--- src/rtl/iq_inorder_sched_pkg.sv ---
// Shared isu issue-queue types, sizing and one-hot pointer helper.
// Queue sizing lives here so entry state, tags and pointer width agree everywhere.
package iq_inorder_sched_pkg;

  localparam int IQ_QUEUE_SIZE = 8;
  localparam int IQ_PREG_W     = 6;

  typedef logic [IQ_QUEUE_SIZE-1:0] iq_oh_t;

  typedef struct packed {
    logic [IQ_PREG_W-1:0] tag;
    logic                 rdy;
  } iq_src_t;

  typedef struct packed {
    logic valid;
    logic src1;
    logic src2;
  } iq_entry_state_t;

  localparam iq_oh_t IQ_PTR_RESET = iq_oh_t'(1);

  // Circular one-hot advance: MSB wraps back to bit 0.
  function automatic iq_oh_t iq_rotl_oh(input iq_oh_t oh);
    return {oh[IQ_QUEUE_SIZE-2:0], oh[IQ_QUEUE_SIZE-1]};
  endfunction

endpackage

--- src/rtl/iq_src_wakeup.sv ---
// One source operand of one queue entry: stored tag plus ready bit,
// set at allocation (with same-cycle writeback bypass) or by a later wakeup.
module iq_src_wakeup
  import iq_inorder_sched_pkg::*;
(
  input  logic                 clock,
  input  logic                 reset,
  input  logic                 flush,
  input  logic                 enq_we,
  input  logic [IQ_PREG_W-1:0] enq_tag,
  input  logic                 enq_rdy,
  input  logic                 entry_valid,
  input  logic                 wb_valid,
  input  logic [IQ_PREG_W-1:0] wb_tag,
  output logic                 rdy
);

  iq_src_t src_q;
  iq_src_t src_d;

  always_comb begin
    src_d = src_q;
    if (flush) begin
      src_d.rdy = 1'b0;
    end else if (enq_we) begin
      src_d.tag = enq_tag;
      src_d.rdy = enq_rdy | (wb_valid & (wb_tag == enq_tag));
    end else if (entry_valid & wb_valid & (wb_tag == src_q.tag)) begin
      src_d.rdy = 1'b1;
    end
  end

  always_ff @(posedge clock or posedge reset) begin
    if (reset) begin
      src_q <= '0;
    end else begin
      src_q <= src_d;
    end
  end

  assign rdy = src_q.rdy;

endmodule

--- src/rtl/iq_inorder_sched.sv ---
// In-order issue queue scheduler: valid/ready tracking, one-hot enq/deq
// pointers and head issue to a single functional unit.
module iq_inorder_sched
  import iq_inorder_sched_pkg::*;
#(
  parameter int QUEUE_SIZE = IQ_QUEUE_SIZE,
  parameter int PREG_W     = IQ_PREG_W,
  parameter int CNT_W      = $clog2(QUEUE_SIZE + 1)
) (
  input  logic                  clock,
  input  logic                  reset,
  input  logic                  flush,
  input  logic                  enq_valid,
  output logic                  enq_ready,
  input  logic [PREG_W-1:0]     enq_src1_tag,
  input  logic                  enq_src1_rdy,
  input  logic [PREG_W-1:0]     enq_src2_tag,
  input  logic                  enq_src2_rdy,
  output logic [QUEUE_SIZE-1:0] enq_wen_oh,
  input  logic                  wb_valid,
  input  logic [PREG_W-1:0]     wb_tag,
  output logic                  deq_valid,
  input  logic                  deq_ready,
  output logic [QUEUE_SIZE-1:0] deq_ptr_oh,
  output logic [QUEUE_SIZE-1:0] enq_ptr_oh,
  output logic [CNT_W-1:0]      count,
  output logic                  empty,
  output logic                  full
);

  iq_oh_t           valid_q;
  iq_oh_t           valid_d;
  iq_oh_t           enq_ptr_q;
  iq_oh_t           enq_ptr_d;
  iq_oh_t           deq_ptr_q;
  iq_oh_t           deq_ptr_d;
  logic [CNT_W-1:0] count_q;
  logic [CNT_W-1:0] count_d;

  iq_oh_t          src1_rdy;
  iq_oh_t          src2_rdy;
  iq_oh_t          issuable;
  iq_entry_state_t entry_state [QUEUE_SIZE];

  logic enq_fire;
  logic deq_fire;

  assign full      = (count_q == CNT_W'(QUEUE_SIZE));
  assign empty     = (count_q == '0);
  assign enq_ready = ~full;
  assign count     = count_q;

  // Head issue looks only at registered state, so a wakeup never bypasses into deq_valid.
  assign deq_valid = |(deq_ptr_q & issuable);

  assign enq_fire   = enq_valid & enq_ready & ~flush;
  assign deq_fire   = deq_valid & deq_ready & ~flush;
  assign enq_wen_oh = enq_fire ? enq_ptr_q : '0;
  assign enq_ptr_oh = enq_ptr_q;
  assign deq_ptr_oh = deq_ptr_q;

  for (genvar i = 0; i < QUEUE_SIZE; i++) begin : g_entry
    iq_src_wakeup u_src1 (
      .clock       (clock),
      .reset       (reset),
      .flush       (flush),
      .enq_we      (enq_wen_oh[i]),
      .enq_tag     (enq_src1_tag),
      .enq_rdy     (enq_src1_rdy),
      .entry_valid (valid_q[i]),
      .wb_valid    (wb_valid),
      .wb_tag      (wb_tag),
      .rdy         (src1_rdy[i])
    );

    iq_src_wakeup u_src2 (
      .clock       (clock),
      .reset       (reset),
      .flush       (flush),
      .enq_we      (enq_wen_oh[i]),
      .enq_tag     (enq_src2_tag),
      .enq_rdy     (enq_src2_rdy),
      .entry_valid (valid_q[i]),
      .wb_valid    (wb_valid),
      .wb_tag      (wb_tag),
      .rdy         (src2_rdy[i])
    );

    assign entry_state[i] = '{valid: valid_q[i], src1: src1_rdy[i], src2: src2_rdy[i]};
    assign issuable[i]    = entry_state[i].valid & entry_state[i].src1 & entry_state[i].src2;
  end

  // Enqueue and dequeue slots coincide only when empty or full, where one side cannot fire.
  always_comb begin
    valid_d   = valid_q;
    enq_ptr_d = enq_ptr_q;
    deq_ptr_d = deq_ptr_q;
    count_d   = count_q;
    if (flush) begin
      valid_d   = '0;
      enq_ptr_d = IQ_PTR_RESET;
      deq_ptr_d = IQ_PTR_RESET;
      count_d   = '0;
    end else begin
      if (deq_fire) begin
        valid_d   = valid_d & ~deq_ptr_q;
        deq_ptr_d = iq_rotl_oh(deq_ptr_q);
      end
      if (enq_fire) begin
        valid_d   = valid_d | enq_ptr_q;
        enq_ptr_d = iq_rotl_oh(enq_ptr_q);
      end
      count_d = count_q + CNT_W'(enq_fire) - CNT_W'(deq_fire);
    end
  end

  always_ff @(posedge clock or posedge reset) begin
    if (reset) begin
      valid_q   <= '0;
      enq_ptr_q <= IQ_PTR_RESET;
      deq_ptr_q <= IQ_PTR_RESET;
      count_q   <= '0;
    end else begin
      valid_q   <= valid_d;
      enq_ptr_q <= enq_ptr_d;
      deq_ptr_q <= deq_ptr_d;
      count_q   <= count_d;
    end
  end

`ifndef SYNTHESIS
  a_enq_ptr_onehot : assert property (@(posedge clock) disable iff (reset) $onehot(enq_ptr_q));
  a_deq_ptr_onehot : assert property (@(posedge clock) disable iff (reset) $onehot(deq_ptr_q));
  a_count_bound    : assert property (@(posedge clock) disable iff (reset)
                                      count_q <= CNT_W'(QUEUE_SIZE));
  a_ptr_invariant  : assert property (@(posedge clock) disable iff (reset)
                                      (enq_ptr_q == deq_ptr_q) == (empty | full));
`endif

endmodule

--- config.mk ---
export PLATFORM = sky130hd
export DESIGN_NAME = iq_inorder_sched
export DESIGN_NICKNAME = d
export VERILOG_FILES = /design/src/rtl/iq_inorder_sched_pkg.sv /design/src/rtl/iq_src_wakeup.sv /design/src/rtl/iq_inorder_sched.sv
export SDC_FILE = /design/constraint.sdc
export NUM_CORES = 1
export LEC_CHECK = 0
export ABC_AREA = 1
export BUFFER_PORTS_ARGS = -buffer_cell sky130_fd_sc_hd__buf_2
export CORE_ASPECT_RATIO = 0.6
export CORE_UTILIZATION = 55
export DETAILED_ROUTE_END_ITERATION = 6
export PLACE_DENSITY = 0.85
export SYNTH_ARGS = -nofsm -noshare
export SYNTH_HDL_FRONTEND = slang
export SYNTH_SLANG_ARGS = --single-unit
--- constraint.sdc ---
create_clock -name clock -period 4.3 [get_ports clock]
set_input_delay 0.43 -clock clock [delete_from_list [all_inputs] [get_ports clock]]
set_output_delay 0.43 -clock clock [all_outputs]
set_load 0.02 [all_outputs]
==> metrics.txt <==
Overflow after GRT=0; Die Span Y=91.77 µm; share of layout cells above drive strength 1=0.1113; total number of vias=6817; Hold Buf Count CTS=0; fin area=0.008248 mm²; Clock Skews=0.008452 ns; vias in the first global route=6377; clock latency on the worst-skew pair=0.42 ns; register area=0.003506 mm²; Clock Pin Slew Worst Setup and Hold Paths=0.06 ns; yosys warns=0; Yosys reg bits=140; clock power share=0.352; IO Port Bufs=57; wire per inst=17.92 µm; Async S/R FF share, synth=1.000; Power Internal=2.818 mW; Sw Pwr=1.350 mW; die width=151.6 µm; setup bufs post-CTS=0; routability cong.=0.8973; Critical Path RT=3.87 ns; n_diodes=0; FMAX=353.3 MHz; Layout fillers=1128; P per Cell Area=505.3 mW/mm²; syn avg cell area=7.462 µm²; H-tree levels=4; Slew @ Worst Pin=1.033 ns; critical path type=flip-flop to primary output; initial antenna violation count=0; area of the multi-input gates=0.003099 mm²; Relative slew margins=0.3114; VDD IR max=324.5 µV; Worst Reg2Reg Path Length in Cells=12; fraction of the yosys area taken by sequential cells=0.4746; Primary FF master, synth=dfrtp_1; kind of end point of the critical path=primary output; Global Route Usage Sum=0.3336; most common library cells after synthesis=321 x nand2_1, 138 x dfrtp_1, 126 x inv_1, 75 x nor2_1, 65 x o21ai_0; Synth cell types=32; I/O pin count=58; Fin Setup TNS=0 ns; area of the mapped netlist=0.007387 mm²; Nets=1053; CTS Buf Count=17; vias per cell=5.667; Cell Rows=32; largest net degree at the start of global routing=114; dpl cell area=0.007662 mm²; Slew Limit Fails=0; worst-path fanout max=31; Min-Delay Path Class=primary input to asynchronous set/reset pin; final setup vio count=0; DRC viols=0; largest area contributor in the netlist=dfrtp_1; synth top area cells=dfrtp_1 47%, nand2_1 16%, inv_1 6.4%; Mapped Nets=1023; RSZ-0062 raised after global routing=no; sequential fraction of design power=0.437; root buf cell=clkbuf_16; Sw Share=0.3239; leakage=4.337 nW; Final min period=2.830 ns; status=completed; Fin. Hold Viols=0; Die Area=0.01391 mm²; EDFF count, synth=0; post-DP HPWL=14560 µm; Final Cycle Share=0.6582; WP data arrival=2.40 ns; TritonRoute pass-1 iters=5; post_cts resized=0; initial core utilization=0.5694; CTS tree=yes; core area=0.01297 mm²; worst-case clock buffer depth=2; top-count cell post-synth=nand2_1; top-area cell type share of the netlist area=0.4675; TritonCTS Sinks=140; first-pass GRT wire length=34580 µm; cells after synthesis=990; Area Overhead vs Synth=11.65%; crit start category=flip-flop; logic gate share of total power=0.210; 1st-iter DRT viols=792; WL final=21560 µm; max cap viols=0; ANT nets after route=0
[cells in the final DEF (no fill, tap or decap), types with 9 or more instances in the layout]
master / count
nand2_1: 321
dfrtp_1: 138
inv_1: 125
nor2_1: 75
o21ai_0: 65
buf_2: 57
o21ai_1: 54
nand3_1: 40
nand4_1: 29
xor2_1: 22
clkbuf_16: 17
nor3_1: 12
xnor2_1: 11
inv_2: 9
[path summary, 6_finish.rpt]
path,slack (ns),endpoint,from
max,1.47,enq_wen_oh[2],count[2]$_DFF_PP0_
max in group asynchronous,3.08,valid_q[6]$_DFF_PP0_,reset
max reg2reg,1.50,count[1]$_DFF_PP0_,deq_ptr_oh[0]$_DFFE_PP1P_
min,0.24,g_entry[1].u_src2.src_q[5]$_DFFE_PP0P_,reset
min reg2reg,0.49,g_entry[0].u_src2.src_q[4]$_DFFE_PP0P_,g_entry[0].u_src2.src_q[4]$_DFFE_PP0P_
min in group clock,0.29,g_entry[6].u_src2.src_q[6]$_DFFE_PP0P_,enq_src2_tag[5]
[state kept, by name, indices dropped and copies added, names as in the netlist]
register,flops
count,4
deq_ptr_oh,8
enq_ptr_oh,8
g_entry.u_src1.rdy,8
g_entry.u_src1.src_q,48
g_entry.u_src2.rdy,8
g_entry.u_src2.src_q,48
valid_q,8
[through the flow]
stage                     hold slack [ns]  worst slack [ns]  power (mW)  utilization  cells
after floorplan                    0.4575            0.1204       2.451            -    990
after global placement             0.4748             1.628       2.644       0.5907   1171
after detailed placement           0.4799             1.567       2.692       0.5907   1171
after CTS                          0.2862             1.492       4.147       0.6358   1203
after global routing               0.3214             1.302       4.377       0.6358   1203
final                              0.2393             1.470       4.168       0.6358   1203
[power by group through the flow]
stage          Sequential (mW)  Clock (mW)  Combinational [mW]
4_1_cts                   1.82        1.46               0.870
5_1_grt                   1.85        1.52                1.00
2_1_floorplan             1.80           0               0.651
6_report                  1.82        1.47               0.877
3_3_place_gp              1.82           0               0.824
3_5_place_dp              1.83           0               0.859
[per-layer routing]
metal  track usage  vias to the layer above  wire length [µm]
met5             0                        -                 0
met4        0.1180                        0               556
met3       0.08308                       60              2636
met2        0.4802                      413              9300
met1        0.4862                     3195              9061
li1              -                     3149                 -
[critical path, stage by stage (launching register included)]
cell and delay, ns:
dfrtp_1 0.37, inv_1 0.12, ha_1 0.17, nand2_2 0.10, nand3_4 0.16, inv_2 0.07
nand2_1 0.71, inv_1 0.07, buf_2 0.19
[cells by family after synthesis]
logic type | share of synthesized area
AND/OR/NAND/NOR | 0.2710
buffers and inverters | 0.1059
flip-flops | 0.4746
AO/OA/AOI/OAI | 0.09655
XOR/XNOR | 0.03913
adder cells (fa/ha/maj) | 0.01287
[area by class of cell]
type                            count  area share
Multi-Input combinational cell    662      0.3758
Inverter                          137     0.06326
Timing Repair Buffer               62     0.03914
Clock inverter                     13     0.01729
Tap cell                          170     0.02579
Sequential cell                   140      0.4251
Clock buffer                       19     0.05370
No activity file was read; power rests on OpenSTA's default activity.
